$ cat src/rtl/phaethon_pkg.sv
// Shared constants, opcodes, FSM states and ALU helper for phaethon_alu.
// Optional feature macro: PHAETHON_DEBUG_EN (debug word register).
package phaethon_pkg;

  localparam int AW   = 8;
  localparam int DW   = 32;
  localparam int NREG = 4;
  localparam int RIW  = 2;

  localparam logic [7:0] OP_NOP   = 8'h00;
  localparam logic [7:0] OP_MOVI  = 8'h01;
  localparam logic [7:0] OP_MOV   = 8'h02;
  localparam logic [7:0] OP_ADD   = 8'h03;
  localparam logic [7:0] OP_SUB   = 8'h04;
  localparam logic [7:0] OP_AND   = 8'h05;
  localparam logic [7:0] OP_OR    = 8'h06;
  localparam logic [7:0] OP_XOR   = 8'h07;
  localparam logic [7:0] OP_LOAD  = 8'h08;
  localparam logic [7:0] OP_STORE = 8'h09;
  localparam logic [7:0] OP_JMP   = 8'h0A;
  localparam logic [7:0] OP_JZ    = 8'h0B;
  localparam logic [7:0] OP_HALT  = 8'h0C;

  typedef enum logic [2:0] {
    S_FETCH,
    S_FETCH_WAIT,
    S_EXEC,
    S_IMM_WAIT,
    S_MEM_WAIT,
    S_HALT
  } state_t;

  // Register-register result; MOV passes B through.
  function automatic logic [DW-1:0] alu_f(
    input logic [7:0]    op,
    input logic [DW-1:0] a,
    input logic [DW-1:0] b
  );
    logic [DW-1:0] res;
    case (op)
      OP_MOV:  res = b;
      OP_ADD:  res = a + b;
      OP_SUB:  res = a - b;
      OP_AND:  res = a & b;
      OP_OR:   res = a | b;
      OP_XOR:  res = a ^ b;
      default: res = a;
    endcase
    return res;
  endfunction

endpackage

$ cat src/rtl/phaethon_mem_port.sv
// Request/ack memory port: holds one read or write until accepted.
// Ports: i_rd/i_wr/i_addr/i_wdata command (idle only), o_accept, memory bus.
module phaethon_mem_port
  import phaethon_pkg::*;
(
  input  logic          clk,
  input  logic          reset,
  input  logic          i_rd,
  input  logic          i_wr,
  input  logic [AW-1:0] i_addr,
  input  logic [DW-1:0] i_wdata,
  input  logic          i_read_ack,
  input  logic          i_write_ack,
  output logic          o_accept,
  output logic          o_read_req,
  output logic          o_write_req,
  output logic [AW-1:0] o_addr,
  output logic [DW-1:0] o_wdata
);

  logic          r_rd;
  logic          r_wr;
  logic          r_armed;
  logic [AW-1:0] r_addr;
  logic [DW-1:0] r_data;
  logic          w_ack;
  logic          w_low;

  assign w_ack = (r_rd & i_read_ack) | (r_wr & i_write_ack);
  assign w_low = (r_rd & ~i_read_ack) | (r_wr & ~i_write_ack);

  // Only an ack seen low during this request counts; stale highs are ignored.
  assign o_accept = r_armed & w_ack;

  always_ff @(posedge clk or negedge reset) begin
    if (!reset) begin
      r_rd    <= 1'b0;
      r_wr    <= 1'b0;
      r_armed <= 1'b0;
      r_addr  <= '0;
      r_data  <= '0;
    end else if (o_accept) begin
      r_rd    <= 1'b0;
      r_wr    <= 1'b0;
      r_armed <= 1'b0;
    end else if (r_rd | r_wr) begin
      if (w_low) r_armed <= 1'b1;
    end else if (i_rd | i_wr) begin
      r_rd   <= i_rd;
      r_wr   <= i_wr & ~i_rd;
      r_addr <= i_addr;
      if (i_wr & ~i_rd) r_data <= i_wdata;
    end
  end

  assign o_read_req  = r_rd;
  assign o_write_req = r_wr;
  assign o_addr      = r_addr;
  assign o_wdata     = r_data;

endmodule

$ cat src/rtl/phaethon_alu.sv
// Phaethon execution core: fetch/decode/execute over a req/ack memory port.
// Ports: clk, reset (async low), memory bus, iPointer/opCode/r0/r1/debug.
// Macro PHAETHON_DEBUG_EN enables the debug word; otherwise debug is 0.
module phaethon_alu
  import phaethon_pkg::*;
(
  input  logic          clk,
  input  logic          reset,
  input  logic [DW-1:0] ramValue,
  input  logic          readAck,
  input  logic          writeAck,
  output logic [AW-1:0] ramAddress,
  output logic [DW-1:0] ramOut,
  output logic          readReq,
  output logic          writeReq,
  output logic [AW-1:0] iPointer,
  output logic [7:0]    opCode,
  output logic [DW-1:0] r0,
  output logic [DW-1:0] r1,
  output logic [DW-1:0] debug
);

  state_t        r_state;
  state_t        w_next;
  logic [DW-1:0] r_regs [NREG];
  logic [RIW-1:0] r_a;
  logic [7:0]    r_b;
  logic [AW-1:0] r_ip;
  logic [7:0]    r_op;

  logic          w_accept;
  logic          w_rd;
  logic          w_wr;
  logic [AW-1:0] w_addr;
  logic [DW-1:0] w_ra;
  logic [DW-1:0] w_rb;
  logic [DW-1:0] w_alu;

  assign w_ra  = r_regs[r_a];
  assign w_rb  = r_regs[r_b[RIW-1:0]];
  assign w_alu = alu_f(r_op, w_ra, w_rb);

  phaethon_mem_port u_port (
    .clk         (clk),
    .reset       (reset),
    .i_rd        (w_rd),
    .i_wr        (w_wr),
    .i_addr      (w_addr),
    .i_wdata     (w_ra),
    .i_read_ack  (readAck),
    .i_write_ack (writeAck),
    .o_accept    (w_accept),
    .o_read_req  (readReq),
    .o_write_req (writeReq),
    .o_addr      (ramAddress),
    .o_wdata     (ramOut)
  );

  always_ff @(posedge clk or negedge reset) begin
    if (!reset) r_state <= S_FETCH;
    else        r_state <= w_next;
  end

  always_comb begin
    w_next = r_state;
    w_rd   = 1'b0;
    w_wr   = 1'b0;
    w_addr = r_ip;
    unique case (r_state)
      S_FETCH: begin
        w_rd   = 1'b1;
        w_next = S_FETCH_WAIT;
      end
      S_FETCH_WAIT: if (w_accept) w_next = S_EXEC;
      S_EXEC: begin
        case (r_op)
          OP_MOVI: begin
            w_rd   = 1'b1;
            w_addr = r_ip + 8'd4;
            w_next = S_IMM_WAIT;
          end
          OP_LOAD: begin
            w_rd   = 1'b1;
            w_addr = r_b;
            w_next = S_MEM_WAIT;
          end
          OP_STORE: begin
            w_wr   = 1'b1;
            w_addr = r_b;
            w_next = S_MEM_WAIT;
          end
          OP_NOP, OP_MOV, OP_ADD, OP_SUB, OP_AND,
          OP_OR, OP_XOR, OP_JMP, OP_JZ:
            w_next = S_FETCH;
          default: w_next = S_HALT;
        endcase
      end
      S_IMM_WAIT, S_MEM_WAIT: if (w_accept) w_next = S_FETCH;
      S_HALT: w_next = S_HALT;
      default: w_next = S_HALT;
    endcase
  end

  always_ff @(posedge clk or negedge reset) begin
    if (!reset) begin
      for (int i = 0; i < NREG; i++) r_regs[i] <= '0;
      r_a  <= '0;
      r_b  <= '0;
      r_ip <= '0;
      r_op <= '0;
    end else begin
      case (r_state)
        S_FETCH_WAIT: begin
          if (w_accept) begin
            r_op <= ramValue[7:0];
            r_a  <= ramValue[8 +: RIW];
            r_b  <= ramValue[23:16];
          end
        end
        S_EXEC: begin
          case (r_op)
            OP_NOP: r_ip <= r_ip + 8'd4;
            OP_MOV, OP_ADD, OP_SUB, OP_AND, OP_OR, OP_XOR: begin
              r_regs[r_a] <= w_alu;
              r_ip        <= r_ip + 8'd4;
            end
            OP_JMP: r_ip <= r_b;
            OP_JZ:  r_ip <= (w_ra == '0) ? r_b : r_ip + 8'd4;
            default: ;
          endcase
        end
        S_IMM_WAIT: begin
          if (w_accept) begin
            r_regs[r_a] <= ramValue;
            r_ip        <= r_ip + 8'd8;
          end
        end
        S_MEM_WAIT: begin
          if (w_accept) begin
            if (r_op == OP_LOAD) r_regs[r_a] <= ramValue;
            r_ip <= r_ip + 8'd4;
          end
        end
        default: ;
      endcase
    end
  end

`ifdef PHAETHON_DEBUG_EN
  logic [DW-1:0] r_debug;

  always_ff @(posedge clk or negedge reset) begin
    if (!reset) begin
      r_debug <= '0;
    end else begin
      case (r_state)
        S_EXEC: begin
          case (r_op)
            OP_MOV, OP_ADD, OP_SUB, OP_AND, OP_OR, OP_XOR:
              r_debug <= w_alu;
            default:
              if (r_op > OP_HALT) r_debug <= {24'hBAD000, r_op};
          endcase
        end
        S_IMM_WAIT, S_MEM_WAIT: begin
          if (w_accept)
            r_debug <= (r_op == OP_STORE) ? w_ra : ramValue;
        end
        default: ;
      endcase
    end
  end

  assign debug = r_debug;
`else
  assign debug = '0;
`endif

  assign iPointer = r_ip;
  assign opCode   = r_op;
  assign r0       = r_regs[0];
  assign r1       = r_regs[1];

endmodule

$ cat config.mk
export PLATFORM = sky130hd
export DESIGN_NAME = phaethon_alu
export DESIGN_NICKNAME = d
export VERILOG_FILES = /design/src/rtl/phaethon_pkg.sv /design/src/rtl/phaethon_mem_port.sv /design/src/rtl/phaethon_alu.sv
export SDC_FILE = /design/constraint.sdc
export NUM_CORES = 1
export LEC_CHECK = 0
export BUFFER_PORTS_ARGS = -buffer_cell sky130_fd_sc_hd__buf_4
export CORE_MARGIN = 2
export CORE_UTILIZATION = 28
export CTS_CLUSTER_DIAMETER = 200
export DETAILED_ROUTE_END_ITERATION = 7
export HOLD_SLACK_MARGIN = 0.15
export MAX_ROUTING_LAYER = met4
export PLACE_DENSITY = 0.53
export SETUP_SLACK_MARGIN = 0.15
export SLEW_MARGIN = 10
export SYNTH_ARGS = -nofsm -noshare
export SYNTH_HDL_FRONTEND = slang
export SYNTH_HIERARCHICAL = 1
export SYNTH_SLANG_ARGS = --single-unit
$ cat constraint.sdc
create_clock -name clk -period 15.16 [get_ports clk]
set_input_delay 4.548 -clock clk [delete_from_list [all_inputs] [get_ports clk]]
set_output_delay 4.548 -clock clk [all_outputs]
set_load 0.005 [all_outputs]
==> impl_metrics.ini <==
[worst_setup_path]
r2r_cells = 18
worstReg2RegStart = r_b[0]$_DFFE_PN0P_
endpoint_kind = flop
required_ns = 15.53
rrSetupSlack_ns = 8.77
critPathKind = primary input to flop
cp-start-kind = primary input
r2r_end = r_regs[54]$_DFFE_PN0P_
crit_fanout = 25
critPathArrivalTime_ns = 7.14

[timing]
worstMarginPinSlew_ns = 1.019
fin_skew_ns = 0.01663
finalSetupViolCount = 0
fin_ws_ns = 8.386
fin_setup_tns_ns = 0
maxSlewHeadroom = 0.3191
period_minus_slack_ns = 6.774
drv_slew = 0
finalCritPeriodShare = 0.4468
fmaxAchievable_mhz = 147.6
final_hold_viol_count = 0
rsz0062_at_grt = false

[clock_network]
cts_resized = 0
cts-root-buf = clkbuf_16
holdBufCountCts = 0
clockBufferDepth = 2
clock-sinks = 200
clock_latency_ns = 0.48
clk_pin_slew_ns = 0.08
cts_buffers = 17
cts_tree = done
cts_setup_buffers = 0
cts_max_level = 4

[layout]
drive_gt1_frac = 0.2899
synthToLayoutAreaGrowth_pct = 12.25
fill_cells = 5616
multi_input_area_um2 = 9260
seq_area_um2 = 5007
nets = 1725

[floorplan]
core_um2 = 54880
rows = 86
initial_core_util = 0.2826
io_pins = 190
die_h_um = 239.4
dieWidth_um = 239.4
fp.dieArea_um2 = 57290

[yosys]
yosys.cell_count.top_type = dfrtp_1
synth.avg_cell_area_um2 = 10.14
synth.area.top_cells = dfrtp_1, mux2_2, mux4_2
synth_ff_type = dfrtp_1
synth-simple-area-share = 0.1052
synth_mux_area_frac = 0.2193
synth_xor_area_frac = 0.03049
ys_seq_area_frac = 0.3227
synthCells = 1529
synth_area_um2 = 15510
ys_ff_latch = 200
yosys_warnings = 6
ys_async_sr_fraction = 1.000
synthTopCellsByCount = dfrtp_1, mux2_2, nand2_1
synth_top_area_share = 0.3227
synth_top_family_by_area = multiplexers
synth_top_area_cell = dfrtp_1
synthAdderAreaFrac = 0.08519
synth_edf_count = 0
synth_compound_area_frac = 0.1456
ys_types = 85

[global_routing]
grt_pass1_wl_um = 79370
grt_overflow_total = 0
grt_pass1_vias = 12250
antenna_found_initial = 0
grt_max_degree = 77
track_usage = 0.1911

[min_path]
hold_start = r_regs[1]$_DFFE_PN0P_
whs_endpoint = r_regs[1]$_DFFE_PN0P_
min_path_cells = 2
min_path_type = flop to flop

[placement]
routabilityCongestion = 0.8912
hpwl_um = 39490
dp_slack_ns = 7.916
io_buffers = 157

[drt]
drc_errors = 0
drtIter0Drc = 1234
wl_per_cell_um = 22.78
firstDrtPassIters = 8
ant_nets = 0
postRouteWirelength_um = 52430
vias = 12262
vias_per_cell = 5.327

[outcome]
status = complete, no violations

[power_and_ir_drop]
p_leak_nw = 7.959
p_per_area_nw_per_um2 = 59.59
peakVddDrop_mv = 0.06048

[flow_run]
cap_violations = 0
## worst max-delay path, stage by stage
cell and delay (ns):
buf_4 0.11, nand2_1 0.07, a21boi_0 0.10, buf_4 0.18
nand2_1 0.06, o21ai_1 0.06, and3b_1 0.20, a31oi_1 0.60
nand3b_1 0.19, buf_4 0.38, inv_2 0.28, mux2_2 0.34
## cells in the final DEF (no fill, tap or decap), types with 17 or more instances in the layout
cell / instances
mux4_2: 63
mux2_2: 156
o21ai_0: 60
dfrtp_1: 198
a31oi_1: 44
a21o_1: 23
a21oi_1: 55
clkbuf_16: 17
a221oi_1: 18
conb_1: 32
ha_1: 104
nand2_1: 120
buf_4: 179
nand3_1: 20
nor2_1: 90
inv_1: 80
xnor2_1: 39
## sequential cells by signal (all words and copies together) (netlist names), 3 cells and up
| register | flops |
|---|---|
| r1 | 32 |
| opCode | 8 |
| iPointer | 8 |
| r_state | 3 |
| r0 | 32 |
| u_port/o_addr | 8 |
| r_b | 8 |
| r_regs | 64 |
| u_port/o_wdata | 32 |
## worst max path at each step
stage                  start                endpoint  slack (ns)  cells after the start
global placement    writeAck  r_regs[27]$_DFFE_PN0P_        7.94                     12
CTS                 writeAck  r_regs[25]$_DFFE_PN0P_        8.42                     12
finish              writeAck  r_regs[25]$_DFFE_PN0P_        8.39                     12
floorplan            readAck   opCode[0]$_DFFE_PN0P_        8.37                      8
detailed placement  writeAck  r_regs[25]$_DFFE_PN0P_        7.92                     12
global route        writeAck   r_regs[8]$_DFFE_PN0P_        8.31                     12
## area by class of cell
cell class | instances | area share
diodes | 1 | 0.0001437
well taps | 704 | 0.05060
multi-input cells | 1100 | 0.5319
repair buffers | 180 | 0.07798
inverters | 85 | 0.01840
flip-flops and latches | 200 | 0.2876
clock buffers | 18 | 0.02465
clock inverters | 14 | 0.008696
## report_power, final
part	leakage, nW	total [mW]	switching, mW	internal (mW)
clock	0.284	0.462	0.242	0.220
combinational	4.91	0.0349	0.0230	0.0119
sequential	2.76	0.540	0.00433	0.536
total	7.96	1.04	0.270	0.768
## kinds of logic (layout without fill, tap and decap cells)
group / Yosys count / in the layout
and+or+nand+nor: 339 / 339
AOI/OAI and AO/OA: 331 / 331
buffers and inverters: 260 / 297
muxes: 239 / 239
DFF: 200 / 200
adders and majority gates: 105 / 105
xor gates and xnor gates: 54 / 54
other: 1 / 33
## metal layers
layer	vias to the layer above	track usage	part of all wire
li1	5629	-	-
met4	0	0.04545	0.015
met1	6211	0.2682	0.47
met5	-	-	0
met3	32	0.04195	0.072
met2	390	0.2792	0.44
## stage by stage
| stage | utilization | hold WS [ns] | power [mW] | cells | area [µm²] |
|---|---|---|---|---|---|
| floorplan | - | 0.4504 | 0.5645 | 1560 | 15630 |
| detailed placement | 0.3066 | 0.4814 | 0.5868 | 2269 | 16830 |
| global route | 0.3172 | 0.5150 | 1.081 | 2301 | 17410 |
| global placement | 0.3066 | 0.4610 | 0.5858 | 2269 | 16830 |
| CTS | 0.3172 | 0.4978 | 1.052 | 2301 | 17410 |
| finish | 0.3172 | 0.4932 | 1.037 | 2302 | 17410 |
(Power assumes the default switching activity.)
